--- src/rtl/serial_nibble_adder_if.sv ---
// rtl/serial_nibble_adder_if.sv - request/result bundle of the serial nibble adder
interface serial_nibble_adder_if #(
    parameter int WIDTH = 16
);
    logic             start;
    logic [WIDTH-1:0] a;
    logic [WIDTH-1:0] b;
    logic             cin;
    logic             sub;
    logic             busy;
    logic [WIDTH-1:0] s;
    logic             cout;
    logic             ovf;
    logic             zero;
    logic             valid;

    modport master (
        output start, a, b, cin, sub,
        input  busy, s, cout, ovf, zero, valid
    );

    modport slave (
        input  start, a, b, cin, sub,
        output busy, s, cout, ovf, zero, valid
    );
endinterface

--- src/rtl/serial_nibble_adder.sv ---
// rtl/serial_nibble_adder.sv - WIDTH-bit add/subtract using one 4-bit slice, one nibble per clock
module serial_nibble_adder #(
    parameter int WIDTH = 16
) (
    input  logic                  clk,
    input  logic                  rst_n,
    serial_nibble_adder_if.slave  bus
);
    localparam int N  = WIDTH / 4;
    localparam int KW = (N > 1) ? $clog2(N) : 1;

    typedef enum logic {IDLE, RUN} state_t;

    state_t              state;
    logic [KW-1:0]       k_q;
    logic                carry_q;
    logic                sub_q;
    logic [N-1:0][3:0]   a_q;
    logic [N-1:0][3:0]   b_q;
    logic [N-1:0][3:0]   s_q;
    logic                busy_q;
    logic                valid_q;
    logic                cout_q;
    logic                ovf_q;
    logic                zero_q;

    logic [3:0]          b_nib;
    logic [4:0]          nib_sum;
    logic [N-1:0][3:0]   s_new;
    logic                last;
    logic                b_msb;

    // The slice: b is inverted in subtract mode; the carry register already holds ~cin then.
    always_comb begin
        b_nib   = b_q[k_q] ^ {4{sub_q}};
        nib_sum = {1'b0, a_q[k_q]} + {1'b0, b_nib} + {4'b0000, carry_q};
        s_new   = s_q;
        s_new[k_q] = nib_sum[3:0];
        last    = (k_q == KW'(N - 1));
        b_msb   = b_q[N-1][3] ^ sub_q;
    end

    always_ff @(posedge clk or negedge rst_n) begin
        if (!rst_n) begin
            state   <= IDLE;
            k_q     <= '0;
            carry_q <= 1'b0;
            sub_q   <= 1'b0;
            a_q     <= '0;
            b_q     <= '0;
            s_q     <= '0;
            busy_q  <= 1'b0;
            valid_q <= 1'b0;
            cout_q  <= 1'b0;
            ovf_q   <= 1'b0;
            zero_q  <= 1'b0;
        end else begin
            valid_q <= 1'b0;
            case (state)
                IDLE: begin
                    if (bus.start) begin
                        a_q     <= bus.a;
                        b_q     <= bus.b;
                        sub_q   <= bus.sub;
                        carry_q <= bus.sub ? ~bus.cin : bus.cin;
                        k_q     <= '0;
                        busy_q  <= 1'b1;
                        state   <= RUN;
                    end
                end
                RUN: begin
                    s_q     <= s_new;
                    carry_q <= nib_sum[4];
                    k_q     <= k_q + KW'(1);
                    if (last) begin
                        cout_q  <= nib_sum[4];
                        ovf_q   <= (a_q[N-1][3] == b_msb) && (s_new[N-1][3] != a_q[N-1][3]);
                        zero_q  <= (s_new == '0);
                        valid_q <= 1'b1;
                        busy_q  <= 1'b0;
                        k_q     <= '0;
                        state   <= IDLE;
                    end
                end
                default: state <= IDLE;
            endcase
        end
    end

    assign bus.busy  = busy_q;
    assign bus.valid = valid_q;
    assign bus.s     = s_q;
    assign bus.cout  = cout_q;
    assign bus.ovf   = ovf_q;
    assign bus.zero  = zero_q;
endmodule

--- src/flat_wrapper.sv ---
// flat-port wrapper written by rule: the top's interface ports become plain ports
module serial_nibble_adder_flat 
#(
    parameter int WIDTH = 16
)
  (clk, rst_n, bus_start, bus_a, bus_b, bus_cin, bus_sub, bus_busy, bus_s, bus_cout, bus_ovf, bus_zero, bus_valid);
  serial_nibble_adder_if #(.WIDTH(WIDTH)) bus_i ();
  input  logic clk;
  input  logic rst_n;
  input wire logic [$bits(bus_i.start)-1:0] bus_start;
  input wire logic [$bits(bus_i.a)-1:0] bus_a;
  input wire logic [$bits(bus_i.b)-1:0] bus_b;
  input wire logic [$bits(bus_i.cin)-1:0] bus_cin;
  input wire logic [$bits(bus_i.sub)-1:0] bus_sub;
  output wire logic [$bits(bus_i.busy)-1:0] bus_busy;
  output wire logic [$bits(bus_i.s)-1:0] bus_s;
  output wire logic [$bits(bus_i.cout)-1:0] bus_cout;
  output wire logic [$bits(bus_i.ovf)-1:0] bus_ovf;
  output wire logic [$bits(bus_i.zero)-1:0] bus_zero;
  output wire logic [$bits(bus_i.valid)-1:0] bus_valid;
  assign bus_i.start = bus_start;
  assign bus_i.a = bus_a;
  assign bus_i.b = bus_b;
  assign bus_i.cin = bus_cin;
  assign bus_i.sub = bus_sub;
  assign bus_busy = bus_i.busy;
  assign bus_s = bus_i.s;
  assign bus_cout = bus_i.cout;
  assign bus_ovf = bus_i.ovf;
  assign bus_zero = bus_i.zero;
  assign bus_valid = bus_i.valid;
  serial_nibble_adder #(.WIDTH(WIDTH)) u_core (.clk(clk), .rst_n(rst_n), .bus(bus_i));
endmodule
--- config.mk ---
export PLATFORM = sky130hd
export DESIGN_NAME = serial_nibble_adder_flat
export DESIGN_NICKNAME = d
export VERILOG_FILES = /design/src/rtl/serial_nibble_adder_if.sv /design/src/rtl/serial_nibble_adder.sv /design/src/flat_wrapper.sv
export SDC_FILE = /design/constraint.sdc
export NUM_CORES = 1
export LEC_CHECK = 0
export CAP_MARGIN = 20
export CORE_ASPECT_RATIO = 1.4
export CORE_MARGIN = 1.5
export CORE_UTILIZATION = 44
export DETAILED_ROUTE_END_ITERATION = 16
export GPL_TIMING_DRIVEN = 0
export MAX_ROUTING_LAYER = met4
export PLACE_DENSITY = 0.71
export SYNTH_ARGS = -nofsm -noshare
export SYNTH_HDL_FRONTEND = slang
export SYNTH_SLANG_ARGS = --single-unit
export TNS_END_PERCENT = 100
--- constraint.sdc ---
create_clock -name clk -period 5.35 [get_ports clk]
set_input_delay 1.07 -clock clk [delete_from_list [all_inputs] [get_ports clk]]
set_output_delay 1.07 -clock clk [all_outputs]
set_load 0.005 [all_outputs]
==> results.txt, run 1 <==
outcome = finished, final reports clean
setup TNS = 0 ps
GRT overflow = 0
number of remaining DRC errors = 0
Root Driver = clkbuf_8
nature of the critical path startpoint = register
worst-margin pin slew = 548.5 ps
YS warnings = 0
Clock Sinks = 58
GPL Wtd Cong = 0.7756
crit path DAT = 3380 ps
Core Region = 0.005904 mm²
Slew Viols, Final = 0
Num CTS Buffers = 9
Post-Synthesis Cells = 188
cts hold-fix bufs = 0
1st-iter DRT viols = 45
worst path required time = 5620 ps
Synth Area per Inst = 14.49 µm²
Initial DRT Pass Iterations = 4
LEAKAGE = 0.001548 µW
number of port buffers = 57
Synthesized Nets = 234
overall routing resource usage = 18.20%
final WL = 5096 µm
Seq/Total Area, Yosys = 53.28%
EDFF count, synth = 0
Slew HR = 63.44%
Starting Density = 46.13%
vias in the first global route = 1838
final period utilization = 58.03%
Hold Fails Final Rpt = 0
clock skew = 9.531 ps
Die ar. = 0.006678 mm²
Layout Nets = 303
ys flop type = dfrtp_1
H-tree depth = 3
top cells by area, synth = dfrtp_1 (53%), mux2_2 (14%), mux4_2 (6.6%)
Die Wd = 69.50 µm
Filler cells = 489
clk buf depth = 2
post-synth top area share = 53.28%
pwr/cell area = 757.7 mW/mm²
first-pass GRT wire length = 8735 µm
Post-DP HPWL = 3794 µm
Post-CTS Resized = 0
Worst Path Max Fanout = 10
crit path kind = reg2reg
Final ANT Viol Nets = 0
I/O Pins = 58
Synth async-reset ratio = 100.0%
via-per-instance ratio = 5.139
Mapped Area = 0.002724 mm²
ant diodes = 0
area grow syn2layout = 33.95%
#FFs+latches synth = 58
pin count of the biggest net entering global routing = 36
Max Cap Viol = 0
DIE HEIGHT = 96.10 µm
Final WS setup = 2245 ps
Max Fclk = 0.3221 GHz
initial antenna violation count = 0
vias = 1706
dpl ws = 2233 ps
Final min period = 3105 ps
final setup violating endpoints = 0
RSZ-0062 raised after global routing = no
Clk Latency, worst-skew pair = 340 ps
commonest non-fill, non-tap cell in the layout = dfrtp_1
WL/cell = 15.35 µm
most frequent cells in the layout = dfrtp_1 (58), clkdlybuf4s50_1 (56), mux2_2 (34)
VDD IR max = 375.6 µV
class of the worst hold path = reg2reg
Yosys cell types = 34
total setup buffers inserted after CTS = 0
clock-pin slew on the worst setup and hold paths = 70 ps
crit end category = register
CTS tree = built
layout cells sized above 1 = 28.24%
hold slack = 481.2 ps
row cnt = 33
post-synth top area cell = dfrtp_1
cells by family (layout without fill, tap and decap cells):
| family | after synthesis | after routing | share of synthesized area [%] |
|---|---|---|---|
| simple gates | 32 | 32 | 6.247 |
| xor+xnor | 8 | 8 | 3.124 |
| mux | 52 | 52 | 24.71 |
| compound gates | 18 | 18 | 4.410 |
| buf+inv | 11 | 85 | 3.537 |
| fa+ha+maj | 9 | 9 | 4.685 |
| flops | 58 | 58 | 53.28 |
layout make-up:
| type | instances | area (µm²) | share of cell area, % |
|---|---|---|---|
| buffer | 8 | 83.83 | 2.298 |
| clock buffer | 11 | 151.4 | 4.150 |
| clock inverter | 5 | 100.1 | 2.743 |
| inverter | 3 | 12.51 | 0.3429 |
| multi-input combinational | 119 | 1176 | 32.24 |
| sequential | 58 | 1451 | 39.78 |
| tap | 70 | 87.58 | 2.401 |
| timing repair buffer | 58 | 585.6 | 16.05 |
metal layers:
metal | up-vias | share of wire (%) | routed length [µm] | GRT usage [%]
li1 | 817 | - | - | -
met1 | 837 | 41 | 2067 | 19.95
met2 | 44 | 53 | 2694 | 30.77
met3 | 8 | 3.8 | 196 | 4.503
met4 | 0 | 2.7 | 138 | 9.804
met5 | - | 0 | 0 | -
worst max-delay path, cell delays in order (launching register included):
cell and delay (ps):
dfrtp_1 390, buf_6 190, mux4_2 530, xor2_1 170, fa_1 410, fa_1 410, xnor2_1 370, nand2_1 150
nor4_2 230, a32o_1 190
final timing paths:
check	start	end	slack [ps]	depth (start not counted)
max	u_core.k_q[0]	u_core.bus.zero	2250	9
min	u_core.b_q[14]	u_core.b_q[14]	480	1
max reg2reg	u_core.k_q[0]	u_core.bus.zero	2250	9
min reg2reg	u_core.b_q[14]	u_core.b_q[14]	480	1
max in group asynchronous	rst_n	u_core.sub_q	4060	2
min in group asynchronous	rst_n	u_core.bus.s[6]	710	1
Yosys cell counts (all sizes together) (2+ instances only):
| cell | n |
|---|---|
| nor2 | 3 |
| a21o | 2 |
| xor2 | 6 |
| o21ai | 10 |
| mux4 | 8 |
| nand2b | 2 |
| mux2 | 42 |
| a21oi | 2 |
| dfrtp | 58 |
| buf | 8 |
| ha | 7 |
| xnor2 | 2 |
| mux2i | 2 |
| fa | 2 |
| nand2 | 16 |
| nor4 | 5 |
| inv | 2 |
flip-flops by register name (all words and copies together) (netlist names):
name              flops
u_core.bus.cout       1
u_core.bus.busy       1
u_core.b_q           16
u_core.state          1
u_core.a_q           16
u_core.sub_q          1
u_core.bus.ovf        1
u_core.carry_q        1
u_core.bus.zero       1
u_core.bus.valid      1
u_core.k_q            2
u_core.bus.s         16
power by group:
| part | switching (µW) | internal (µW) |
|---|---|---|
| combinational | 709 | 755 |
| clock | 175 | 333 |
| sequential | 126 | 667 |
stage by stage:
stage	power [µW]	instances	util [%]	instance area, µm²
finish	2765	332	61.79	3649
global placement	2258	315	57.28	3382
floorplan	1809	188	-	2724
detailed placement	2303	316	57.53	3397
global route	2968	332	61.79	3649
CTS	2817	332	61.79	3649
Power figures use the tool's default switching activity.
==> inputs of run 2 (changes only) <==
--- a/config.mk
+++ b/config.mk
@@ -12,7 +12,7 @@
 export DETAILED_ROUTE_END_ITERATION = 16
 export GPL_TIMING_DRIVEN = 0
 export MAX_ROUTING_LAYER = met4
-export PLACE_DENSITY = 0.71
+export PLACE_DENSITY = 0.73
 export SYNTH_ARGS = -nofsm -noshare
 export SYNTH_HDL_FRONTEND = slang
 export SYNTH_SLANG_ARGS = --single-unit
==> constraint.sdc (replaced) <==
create_clock -name clk -period 2.58 [get_ports clk]
set_input_delay 0.516 -clock clk [delete_from_list [all_inputs] [get_ports clk]]
set_output_delay 0.516 -clock clk [all_outputs]
set_load 0.005 [all_outputs]
==> results.txt, run 2 (synthesis gave the netlist of run 1 again) <==
RSZ-0062 raised after global routing = yes
pwr/cell area = 1687 mW/mm²
slowest cell on the critical path = fa_2
DR WL met2 = 2689 µm
crit end category = register
most frequent cells in the layout = dfrtp_1 (58), clkdlybuf4s50_1 (56), mux2_2 (34)
overall routing resource usage = 17.92%
clock skew = 10.33 ps
WL/cell = 15.11 µm
LEAKAGE = 0.001566 µW
Num CTS Buffers = 9
worst path required time = 2820 ps
Clk Latency, worst-skew pair = 350 ps
initial antenna violation count = 0
Initial DRT Pass Iterations = 3
DR top layer = met4
clock-pin slew on the worst setup and hold paths = 70 ps
outcome = finished, violations left
CTS tree = built
failing checks = negative setup slack
Hold Fails Final Rpt = 0
area of the multi-input gates = 0.001241 mm²
Final ANT Viol Nets = 0
Die Wd = 69.50 µm
crit path kind = reg2reg
final setup violating endpoints = 1
cts hold-fix bufs = 0
Worst Path Max Fanout = 5
Max Cap Viol = 0
VDD IR max = 922.3 µV
final period utilization = 101.6%
max incr delay on CP = 620 ps
Starting Density = 46.13%
cell mode on critical path = fa_2
GPL Wtd Cong = 0.7886
total power = 6294 µW
clk buf depth = 2
number of port buffers = 57
DR WL met3 = 193 µm
Die ar. = 0.006678 mm²
nature of the critical path startpoint = register
worst-margin pin slew = 784.2 ps
GRT overflow = 0
Slew HR = 47.72%
Filler cells = 469
final WL = 5108 µm
vias in the first global route = 1751
Layout Utilization = 63.19%
via-per-instance ratio = 5.133
row cnt = 33
pin count of the biggest net entering global routing = 35
H-tree depth = 3
area grow syn2layout = 36.98%
Slew Viols, Final = 0
Final WS setup = -41.56 ps
Layout Nets = 309
Post-DP HPWL = 3777 µm
Final min period = 2622 ps
number of remaining DRC errors = 0
class of the worst hold path = in2async
sequential cell area = 0.001451 mm²
layout cells sized above 1 = 32.84%
DIE HEIGHT = 96.10 µm
crit path DAT = 2860 ps
Core Region = 0.005904 mm²
Root Driver = clkbuf_8
commonest non-fill, non-tap cell in the layout = dfrtp_1
CP Cell Sequence = buf_8, mux4_2, xor2_1, fa_2, fa_2, nor4_2, a32o_1
Max Fclk = 0.3815 GHz
ant diodes = 0
vias = 1735
I/O Pins = 58
1st-iter DRT viols = 79
Clock Sinks = 58
first-pass GRT wire length = 8521 µm
Metal-1 WL = 2099 µm
==> run 2: worst max-delay path, delay by kind of cell (launching register included) <==
family | cells | cell delay [ps]
AOI/OAI and AO/OA | 1 | 250
xor gates and xnor gates | 1 | 180
adders and majority gates | 2 | 1000
buffers and inverters | 1 | 120
DFF | 1 | 390
muxes | 1 | 500
and+or+nand+nor | 1 | 70
==> run 2: worst paths after layout <==
path / startpoint / endpoint / slack (ps) / cells after the start
worst min-delay path: rst_n / u_core.bus.s[10] / 240 / 1
worst min register to register: u_core.bus.s[15] / u_core.bus.s[15] / 480 / 2
max in group asynchronous: rst_n / u_core.b_q[3] / 1720 / 2
min in group clk: u_core.bus.s[15] / u_core.bus.s[15] / 480 / 2
worst max-delay path: u_core.k_q[0] / u_core.bus.zero / -40 / 7
worst max register to register: u_core.k_q[0] / u_core.bus.zero / -40 / 7
==> run 2: repair_timing <==
action,CTS,global route
gates cloned,0,0
pin swaps,6,4
setup buffers,5,1
resized for setup,12,2
endpoints found under the hold margin,0,0
setup endpoints to repair,16,16
==> run 2: cell type report <==
class	count	area share, %
Buffer	8	2.414
Clock buffer	9	3.320
Clock inverter	7	2.515
Inverter	3	0.3353
Multi-Input combinational cell	119	33.27
Sequential cell	58	38.90
Tap cell	70	2.347
Timing Repair Buffer	64	16.90
==> run 2: per-stage QoR <==
| stage | cells | hold WS, ps | area (µm²) | setup TNS [ps] | setup WS [ps] |
|---|---|---|---|---|---|
| final | 338 | 241.8 | 3731 | -41.56 | -41.56 |
| after CTS | 337 | 258.0 | 3720 | -186.0 | -121.5 |
| after global routing | 338 | 298.0 | 3731 | -673.7 | -147.1 |
| after floorplan | 188 | 220.4 | 2734 | -84.09 | -84.09 |
| after global placement | 315 | 464.0 | 3392 | -49620 | -839.4 |
| after detailed placement | 316 | 470.2 | 3407 | -1422 | -372.0 |
==> run 2: layer usage <==
| layer | global-route usage [%] | vias up |
|---|---|---|
| li1 | - | 833 |
| met1 | 20.03 | 845 |
| met2 | 30.05 | 46 |
| met3 | 4.398 | 11 |
| met4 | 9.314 | 0 |
| met5 | - | - |
==> run 2: power breakdown <==
part	internal, µW	total [µW]	switching (µW)	leakage (µW)
clock	541	917	376	0.000105
combinational	2020	3730	1720	0.000770
sequential	1380	1640	259	0.000690
total	3940	6290	2350	0.00157
==> inputs of run 3 (changes only) <==
--- a/config.mk
+++ b/config.mk
@@ -13,6 +13,7 @@
 export GPL_TIMING_DRIVEN = 0
 export MAX_ROUTING_LAYER = met4
 export PLACE_DENSITY = 0.73
+export SLEW_MARGIN = 15
 export SYNTH_ARGS = -nofsm -noshare
 export SYNTH_HDL_FRONTEND = slang
 export SYNTH_SLANG_ARGS = --single-unit
==> results.txt, run 3 (synthesis gave the netlist of run 1 again) <==
outcome = finished, violations left
failing checks = negative setup slack
met3 Use GR = 4.712%
Clock Sinks = 58
WL/cell = 15.32 µm
crit path DAT = 2920 ps
Layout Utilization = 63.00%
worst path required time = 2860 ps
final WL = 5133 µm
worst-margin pin slew = 722.0 ps
GRT overflow = 0
met1 GRT Util = 20.61%
Max Fclk = 0.3783 GHz
Clk Latency, worst-skew pair = 340 ps
clock skew = 8.950 ps
Die Wd = 69.50 µm
Slew Viols, Final = 0
reg2reg path depth = 9
nature of the critical path startpoint = register
H-tree depth = 3
crit path kind = reg2reg
number of remaining DRC errors = 0
Final ANT Viol Nets = 0
busiest grt layer = met2
commonest non-fill, non-tap cell in the layout = dfrtp_1
Final WS setup = -63.12 ps
row cnt = 33
vias = 1719
crit end category = register
I/O Pins = 58
vias in the first global route = 1800
R2R Path End = u_core.bus.zero
Initial DRT Pass Iterations = 4
class of the worst hold path = in2async
LEAKAGE = 0.001571 µW
Max Cap Viol = 0
Die ar. = 0.006678 mm²
clock-pin slew on the worst setup and hold paths = 70 ps
ant diodes = 0
final setup violating endpoints = 6
Num CTS Buffers = 9
via-per-instance ratio = 5.131
Final min period = 2643 ps
overall routing resource usage = 18.28%
layout cells sized above 1 = 31.70%
routing usage on met2 = 30.13%
final period utilization = 102.4%
RSZ-0062 raised after global routing = yes
pwr/cell area = 1700 mW/mm²
area grow syn2layout = 36.56%
number of port buffers = 57
Post-DP HPWL = 3638 µm
CTS tree = built
Layout Nets = 306
flop-to-flop setup slack = -60 ps
Slew HR = 51.87%
Hold Fails Final Rpt = 0
Starting Density = 46.13%
clk buf depth = 2
Worst Path Max Fanout = 3
first-pass GRT wire length = 8721 µm
pin count of the biggest net entering global routing = 59
Core Region = 0.005904 mm²
Root Driver = clkbuf_8
initial antenna violation count = 0
GPL Wtd Cong = 0.7886
VDD IR max = 907.1 µV
DIE HEIGHT = 96.10 µm
dpl ws = -359.0 ps
1st-iter DRT viols = 151
worst r2r src = u_core.k_q[0]
most frequent cells in the layout = dfrtp_1 (58), clkdlybuf4s50_1 (56), mux2_2 (34)
## run 3: cell count changes in the layout (fill, tap and decap cells not counted), sizes merged
cell	change
buf	-4
bufinv	+1
clkbuf	+3
clkinv	-1
clkinvlp	-2
## run 3: worst max-delay path, stage by stage (launching register included)
cell	delay (ps)
dfrtp_1	410
buf_8	130
mux4_2	490
xor2_1	180
fa_2	380
fa_2	400
xnor2_4	170
nand2_2	90
nor4_2	150
a32o_1	190
## run 3: worst max path at each step
| stage | endpoint | depth (start not counted) | startpoint | slack [ps] |
|---|---|---|---|---|
| 2_1_floorplan | u_core.bus.zero | 9 | u_core.k_q[0] | -80 |
| 3_3_place_gp | u_core.b_q[3] | 1 | rst_n | -840 |
| 3_5_place_dp | u_core.bus.zero | 9 | u_core.k_q[0] | -360 |
| 4_1_cts | u_core.bus.zero | 9 | u_core.k_q[0] | -150 |
| 5_1_grt | u_core.bus.zero | 9 | u_core.k_q[0] | -180 |
| 6_report | u_core.bus.zero | 9 | u_core.k_q[0] | -60 |
## run 3: area by class of cell
cell class	count	area, µm²
multi-input combinational	119	1229
clock buffer	11	151.4
buffer	8	90.09
tap	70	87.58
fill	477	2185
timing repair buffer	61	598.1
inverter	3	12.51
sequential	58	1451
clock inverter	5	100.1
## run 3: timing repair
item / 4_1_cts / 5_1_grt
resized for setup: 10 / 3
cloned: 0 / 0
hold buffers: 0 / 0
setup endpoints to repair: 15 / 16
buffers inserted: 4 / 0
pin swaps: 5 / 4
endpoints found under the hold margin: 0 / 0
## run 3: stage by stage
stage                     hold WS (ps)  power [µW]  setup TNS, ps  cells  instance area [µm²]
after floorplan                  220.4        3845         -84.09    188                 2734
after global placement           464.0        4758         -49620    315                 3392
after detailed placement         470.2        4854          -1301    315                 3390
after CTS                        243.2        6401         -522.7    335                 3717
after global routing             280.8        6758          -1108    335                 3720
final                            221.7        6324         -177.7    335                 3720
## run 3: per-layer routing
metal / vias to the layer above / share of wire [%]
met4: 0 / 2.5
li1: 820 / -
met1: 844 / 42
met3: 10 / 3.8
met2: 45 / 52
met5: - / 0
## run 3: where the power goes
group	switching, µW	total [µW]	leakage [µW]	internal [µW]
registers	264	1650	0.000690	1380
logic	1690	3620	0.000752	1930
clock network	365	1060	0.000129	691
